--- src/rtl/c432_misr.sv ---
// c432_misr: 16-bit MISR compacting c432 responses with IDLE/RUN/DONE control and golden compare.
// Define MISR_X_MASK_EN to add resp_mask for X-masking response bits before compaction.
module c432_misr #(
  parameter logic [15:0] SEED      = 16'h0000,
  parameter logic [15:0] PAT_COUNT = 16'd256,
  parameter logic [15:0] GOLDEN    = 16'h0000
) (
  input  logic        clk,
  input  logic        rst_n,
  input  logic        start,
  input  logic        resp_valid,
  input  logic [6:0]  resp,
`ifdef MISR_X_MASK_EN
  input  logic [6:0]  resp_mask,
`endif
  output logic        busy,
  output logic        done,
  output logic        pass,
  output logic [15:0] signature,
  output logic [15:0] count
);
  typedef enum logic [1:0] {IDLE, RUN, DONE} state_t;
  state_t      state_q, state_d;
  logic [15:0] sig_q, sig_d, cnt_q, cnt_d;
  logic        pass_q, pass_d;
  logic [6:0]  vec;
  logic        fb;
`ifdef MISR_X_MASK_EN
  assign vec = resp & ~resp_mask;
`else
  assign vec = resp;
`endif
  assign fb = sig_q[15] ^ sig_q[13] ^ sig_q[12] ^ sig_q[10];
  always_comb begin
    state_d = state_q;
    sig_d   = sig_q;
    cnt_d   = cnt_q;
    pass_d  = pass_q;
    if (state_q != RUN && start) begin
      state_d = RUN;
      sig_d   = SEED;
      cnt_d   = 16'd0;
      pass_d  = 1'b0;
    end else if (state_q == RUN && resp_valid) begin
      sig_d = {sig_q[14:0], fb} ^ {9'b0, vec};
      cnt_d = cnt_q + 16'd1;
      if (cnt_d == PAT_COUNT) begin
        state_d = DONE;
        pass_d  = (sig_d == GOLDEN);
      end
    end
  end
  always_ff @(posedge clk or negedge rst_n) begin
    if (!rst_n) begin
      state_q <= IDLE;
      sig_q   <= 16'h0000;
      cnt_q   <= 16'd0;
      pass_q  <= 1'b0;
    end else begin
      state_q <= state_d;
      sig_q   <= sig_d;
      cnt_q   <= cnt_d;
      pass_q  <= pass_d;
    end
  end
  assign busy      = (state_q == RUN);
  assign done      = (state_q == DONE);
  assign pass      = pass_q;
  assign signature = sig_q;
  assign count     = cnt_q;
endmodule

--- config.mk ---
export PLATFORM = sky130hd
export DESIGN_NAME = c432_misr
export DESIGN_NICKNAME = d
export VERILOG_FILES = /design/src/rtl/c432_misr.sv
export SDC_FILE = /design/constraint.sdc
export NUM_CORES = 1
export LEC_CHECK = 0
export BUFFER_PORTS_ARGS = -buffer_cell sky130_fd_sc_hd__buf_2
export CAP_MARGIN = 25
export CORE_MARGIN = 1
export CORE_UTILIZATION = 35
export DETAILED_ROUTE_END_ITERATION = 12
export PLACE_DENSITY = 0.65
export SYNTH_ARGS = -nofsm -noshare
export SYNTH_HDL_FRONTEND = slang
export SYNTH_SLANG_ARGS = --single-unit
--- constraint.sdc ---
create_clock -name clk -period 2.55 [get_ports clk]
set_clock_uncertainty 0.15 [all_clocks]
set_input_delay 0.51 -clock clk [delete_from_list [all_inputs] [get_ports clk]]
set_output_delay 0.51 -clock clk [all_outputs]
set_load 0.02 [all_outputs]
==> out/results.txt, run 1 <==
run status - finished clean
Clock Sink Count - 35
Cell variety after synth - 44
Post-Place Cell Area - 0.00229 mm^2
vias in the first global route - 1718
clock share of power - 29.3%
setup TNS - 0 ns
via count - 1801
CP max stage delay - 0.54 ns
crit-path leading delay family - simple AND/OR/NAND/NOR gates
Die Y - 77.4 um
Remaining DRCs - 0
routing usage on met3 - 3.53%
post-synthesis cell area - 0.00199 mm^2
post-synthesis async set-or-reset flop share - 100%
period utilisation layout - 90.4%
main area contributors after synthesis - dfrtp_1, o21ai_0, xnor2_1, a22o_1, nand2_1
Post-layout nets - 269
Slew @ Worst Pin - 0.781 ns
final WL - 4.82 mm
Worst Path Arrival - 2.38 ns
most numerous cell in the Yosys netlist - dfrtp_1
die area - 0.00599 mm^2
Comb power frac - 27.9%
Ant. Diodes - 0
Seq pwr share - 42.8%
initial core utilization - 36.1%
clock buffer depth - 2
core area - 0.00551 mm^2
grt ovf - 0
Post-DRT Antenna Nets - 0
Worst EP required - 2.62 ns
Peak VDD IR - 0.464 mV
unrepaired setup endpoints after global routing - no
share of cells above drive strength 1 - 29.2%
Hold Fails Final Rpt - 0
clk_lat worst skew - 0.29 ns
critical path type - flop to flop
fmax - 434 MHz
PortBufs - 45
vias per cell - 5.47
H-tree Lvls - 2
R2R Setup Slk - 0.25 ns
chip width - 77.4 um
CTS tree - built
worst setup path endpoint - pass$_DFFE_PN0P_
internal power - 1140 uW
detailed-placement wirelength estimate - 3.37 mm
clock root buffer - clkbuf_8
Crit path depth - 6
drt wl/cell - 14.6 um
total buffers and inverters traversed by the critical path - 0
Row Count - 27
hold crit path type - input port to async pin
synthesized area per cell - 9.51 um^2
Worst R2R Path Depth - 6
Max Slew Vio Count - 0
crit end category - flop
Final Critical Period - 2.30 ns
crit-path max FO - 12
Startpoint Class - flop
cell taking the most area after synthesis - dfrtp_1
DRT Pass-1 Iters - 4
worst reg2reg startpoint - count[2]$_DFFE_PN0P_
Filler Cell Count - 544
relative slew slack - 47.9%
met2 Use GR - 28.9%
largest net degree at the start of global routing - 36
cts-stage hold buffer count - 0
# IOs - 46
Final setup viols - 0
Post-CTS Setup Repair Bufs - 0
crit-path cells - nand4_1, nor4_1, xnor2_1, o211ai_1, o31ai_2, mux2i_1
CTS Buf Count - 5
switching share of power - 36.1%
synth-to-layout area growth - 21.0%
Leak Pwr - 0.00107 uW
Top Usage Layer GRT - met2
crit path launch - count[2]$_DFFE_PN0P_
grt met1 use - 22.6%
pwr/cell area - 743 mW/mm^2
most frequent cells after synthesis - dfrtp_1, o21ai_0, nand2_1
Post-synth EDFFs - 0
critical path's slowest cell - dfrtp_1
Reg-to-Reg End - pass$_DFFE_PN0P_
first-pass GRT wire length - 8.30 mm
design area - 0.00240 mm^2
sequential-to-total area share from yosys stat - 44.1%
yosys warns - 0
Iteration-0 DRC Markers - 191
max_cap viols - 0
Syn Inst Count - 209
Main synth FF type - dfrtp_1
Reg clk slew, reported paths - 0.08 ns
syn_nets - 222
RePlAce Congestion - 0.816
Yosys reg bits - 35
net switching power - 645 uW
share of the synthesized area in the top cell type - 44.1%
initial antenna violation count - 0
GRT Overall Usage - 17.4%
post-cts sizing count - 0
==> power by group through the flow <==
stage               logic [uW]  clock network (uW)  registers [uW]
global placement           495                   0             770
detailed placement         504                   0             771
CTS                        504                 532             763
global route               545                 561             782
finish                     499                 524             764
floorplan                  241                   0             852
==> registers in the layout, indices dropped and copies added (netlist names) <==
register,flops
count,16
pass,1
signature,16
state_q,2
==> worst register-to-register path, stage by stage, from the launching register on <==
cell and delay (ns):
dfrtp_1 0.54, nand4_1 0.30, nor4_1 0.41, xnor2_1 0.22, o211ai_1 0.16, o31ai_2 0.26
mux2i_1 0.20
==> cells in the final DEF, fill, tap and decap left out, drive strengths merged, types with 2 or more instances in the layout <==
master	count
a31oi	4
a21oi	6
dfrtp	35
nand2	22
and4	2
xnor2	11
nor2	10
a22o	10
o31ai	6
ha	2
o21ai	31
clkbuf	5
and2	5
xor2	5
buf	53
nand3	9
nor2b	2
nor4	5
inv	4
nand4	11
and3	4
==> final cells by class <==
| class | instances | area (um^2) | share of cell area, % |
|---|---|---|---|
| clock inverter | 3 | 47.5 | 1.98 |
| clock buffer | 5 | 68.8 | 2.86 |
| inverter | 3 | 11.3 | 0.468 |
| multi-input combinational | 158 | 1030 | 42.7 |
| sequential | 35 | 876 | 36.4 |
| tap | 72 | 90.1 | 3.75 |
| timing repair buffer | 53 | 285 | 11.9 |
==> how the worst min path moves through the flow <==
stage | startpoint | endpoint | slack (ns) | cells past startpoint
2_1_floorplan | rst_n | count[0]$_DFFE_PN0P_ | 0.06 | 0
3_3_place_gp | state_q[1]$_DFFE_PN0P_ | state_q[1]$_DFFE_PN0P_ | 0.35 | 1
3_5_place_dp | signature[4]$_DFFE_PN0P_ | signature[4]$_DFFE_PN0P_ | 0.37 | 2
4_1_cts | rst_n | count[6]$_DFFE_PN0P_ | 0.17 | 1
5_1_grt | rst_n | count[6]$_DFFE_PN0P_ | 0.21 | 1
6_report | rst_n | count[6]$_DFFE_PN0P_ | 0.14 | 1
==> per-layer routing <==
metal  wire [um]  part of all wire [%]
met5           0                     0
met4          55                   1.1
met3         226                   4.7
met2        2320                    48
met1        2220                    46
==> cell families (layout without fill, tap and decap cells) <==
logic type	after synthesis	in the layout	synth area share, %
simple gates	75	75	21.1
compound gates	64	64	21.5
flops	35	35	44.1
xor+xnor	16	16	7.05
buf+inv	16	64	4.53
fa+ha+maj	2	2	1.26
mux	1	1	0.503
==> through the flow <==
stage / util, % / setup slack [ns] / hold WS [ns] / std cells / power, uW
floorplan: - / 0.236 / 0.0644 / 209 / 1090
global placement: 41.6 / 0.285 / 0.354 / 321 / 1270
detailed placement: 41.6 / 0.276 / 0.369 / 321 / 1280
CTS: 43.7 / 0.256 / 0.170 / 329 / 1800
global route: 43.7 / 0.0686 / 0.208 / 329 / 1890
finish: 43.7 / 0.246 / 0.137 / 329 / 1790
No activity file was read; power rests on OpenSTA's default activity.
==> run 2, diff against run 1 <==
--- a/config.mk
+++ b/config.mk
@@ -10,7 +10,9 @@
 export CORE_MARGIN = 1
 export CORE_UTILIZATION = 35
 export DETAILED_ROUTE_END_ITERATION = 12
+export HOLD_SLACK_MARGIN = 0.15
 export PLACE_DENSITY = 0.65
 export SYNTH_ARGS = -nofsm -noshare
 export SYNTH_HDL_FRONTEND = slang
 export SYNTH_SLANG_ARGS = --single-unit
+export TNS_END_PERCENT = 10
==> constraint.sdc (replaced) <==
create_clock -name clk -period 2.55 [get_ports clk]
set_clock_uncertainty 0.15 [all_clocks]
set_input_delay 0 -clock clk [delete_from_list [all_inputs] [get_ports clk]]
set_output_delay 0 -clock clk [all_outputs]
set_load 0.02 [all_outputs]
==> out/results.txt, run 2 (same netlist as run 1, synthesis figures left out) <==
Post-CTS Setup Repair Bufs - 0
period utilisation layout - 90.1%
largest net degree at the start of global routing - 36
Hold Fails Final Rpt - 0
PnR worst setup slack - 0.253 ns
Worst Path Arrival - 2.37 ns
critical path's slowest cell - dfrtp_1
critical path type - flop to flop
post-cts sizing count - 0
Row Count - 27
vias in the first global route - 1775
run status - finished clean
hold crit path type - input port to flop
DP Worst Slack - 0.276 ns
max_cap viols - 0
R2R Setup Slk - 0.25 ns
commonest non-fill, non-tap cells in the layout - buf_2, dfrtp_1, o21ai_0
chip width - 77.4 um
total buffers and inverters traversed by the critical path - 0
crit end category - flop
initial core utilization - 36.1%
crit-path leading delay family - simple AND/OR/NAND/NOR gates
Worst EP required - 2.62 ns
WHS Path Cells - 6
Hold Path End - pass$_DFFE_PN0P_
via count - 1852
Final Non-Filler Cells - 338
H-tree Lvls - 2
switching share of power - 36.0%
clock buffer depth - 2
worst reg2reg startpoint - count[2]$_DFFE_PN0P_
Comb power frac - 28.4%
met2 wire length - 2.46 mm
crit-path cells - nand4_1, nor4_1, xnor2_1, o211ai_1, o31ai_2, mux2i_1
relative slew slack - 47.8%
# IOs - 46
clock share of power - 29.1%
RePlAce Congestion - 0.816
Clock Sink Count - 35
CTS tree - built
Post-DRT Antenna Nets - 0
clock root buffer - clkbuf_8
register area - 876 um^2
core area - 0.00551 mm^2
Ant. Diodes - 0
drt wl/cell - 14.7 um
Slew @ Worst Pin - 0.783 ns
crit path launch - count[2]$_DFFE_PN0P_
crit-path max FO - 12
CTS Buf Count - 5
die area - 0.00599 mm^2
footprint of the multi-input gates - 0.00103 mm^2
share of cells above drive strength 1 - 28.2%
cell count after placement - 321
Final Critical Period - 2.30 ns
initial antenna violation count - 0
fmax - 435 MHz
synth-to-layout area growth - 25.5%
detailed-placement wirelength estimate - 3.37 mm
grt ovf - 0
net switching power - 648 uW
Leak Pwr - 0.00111 uW
Filler Cell Count - 531
GRT Overall Usage - 17.8%
Max Slew Vio Count - 0
startpoint of the worst hold path - resp[0]
Reg clk slew, reported paths - 0.08 ns
met1 WL - 2.26 mm
internal power - 1150 uW
most common cell after layout, fill and taps aside - buf_2
Worst R2R Path Depth - 6
DRT Pass-1 Iters - 4
Reg-to-Reg End - pass$_DFFE_PN0P_
Seq pwr share - 42.5%
Iteration-0 DRC Markers - 183
PortBufs - 45
final WL - 4.97 mm
Remaining DRCs - 0
Startpoint Class - flop
setup TNS - 0 ns
Peak VDD IR - 0.416 mV
DR top layer - met4
first-pass GRT wire length - 8.52 mm
vias per cell - 5.48
unrepaired setup endpoints after global routing - no
CP max stage delay - 0.53 ns
Die Y - 77.4 um
pwr/cell area - 721 mW/mm^2
clk_lat worst skew - 0.29 ns
Final setup viols - 0
Post-layout nets - 278
met3 WL - 191 um
==> run 2: cell count changes in the layout (fill, tap and decap cells not counted) <==
cell / before / now
dlygate4sd3_1: 0 / 9
==> run 2: power by group through the flow <==
stage	logic [uW]	registers (uW)	clock network [uW]
after floorplan	241	852	0
after global placement	495	770	0
after detailed placement	504	771	0
after CTS	515	763	532
after global routing	557	782	561
final	511	764	523
==> run 2: what timing repair did <==
item,4_1_cts,5_1_grt
setup endpoints to repair,0,0
hold buffers,9,0
hold endpoints to repair,45,0
==> run 2: how the worst max path moves through the flow <==
stage | to | cells after the start
floorplan | pass$_DFFE_PN0P_ | 7
global placement | pass$_DFFE_PN0P_ | 6
detailed placement | pass$_DFFE_PN0P_ | 6
CTS | pass$_DFFE_PN0P_ | 6
global route | pass$_DFFE_PN0P_ | 6
finish | pass$_DFFE_PN0P_ | 6
==> run 2: per-layer routing <==
| layer | up-vias | GRT usage, % |
|---|---|---|
| met2 | 46 | 30.3 |
| li1 | 882 | - |
| met5 | - | 0 |
| met4 | 0 | 5.28 |
| met1 | 917 | 22.8 |
| met3 | 7 | 3.53 |
==> run 2: final cells by class <==
class / count / area share, %
well taps: 72 / 3.61
inverters: 3 / 0.451
clock inverters: 3 / 1.91
repair buffers: 62 / 15.0
clock buffers: 5 / 2.76
multi-input cells: 158 / 41.1
flip-flops and latches: 35 / 35.1
==> run 2: through the flow <==
step	util, %	area [um^2]	hold slack, ns	power [uW]
global route	45.3	2490	0.205	1900
global placement	41.6	2290	-0.0153	1270
floorplan	-	1990	-0.446	1090
detailed placement	41.6	2290	-0.0235	1280
CTS	45.3	2490	0.164	1810
finish	45.3	2490	0.154	1800
==> run 2: worst register-to-register path: stages (launching register included) <==
cell	delay, ns
dfrtp_1	0.53
nand4_1	0.30
nor4_1	0.41
xnor2_1	0.22
o211ai_1	0.16
o31ai_2	0.26
mux2i_1	0.20
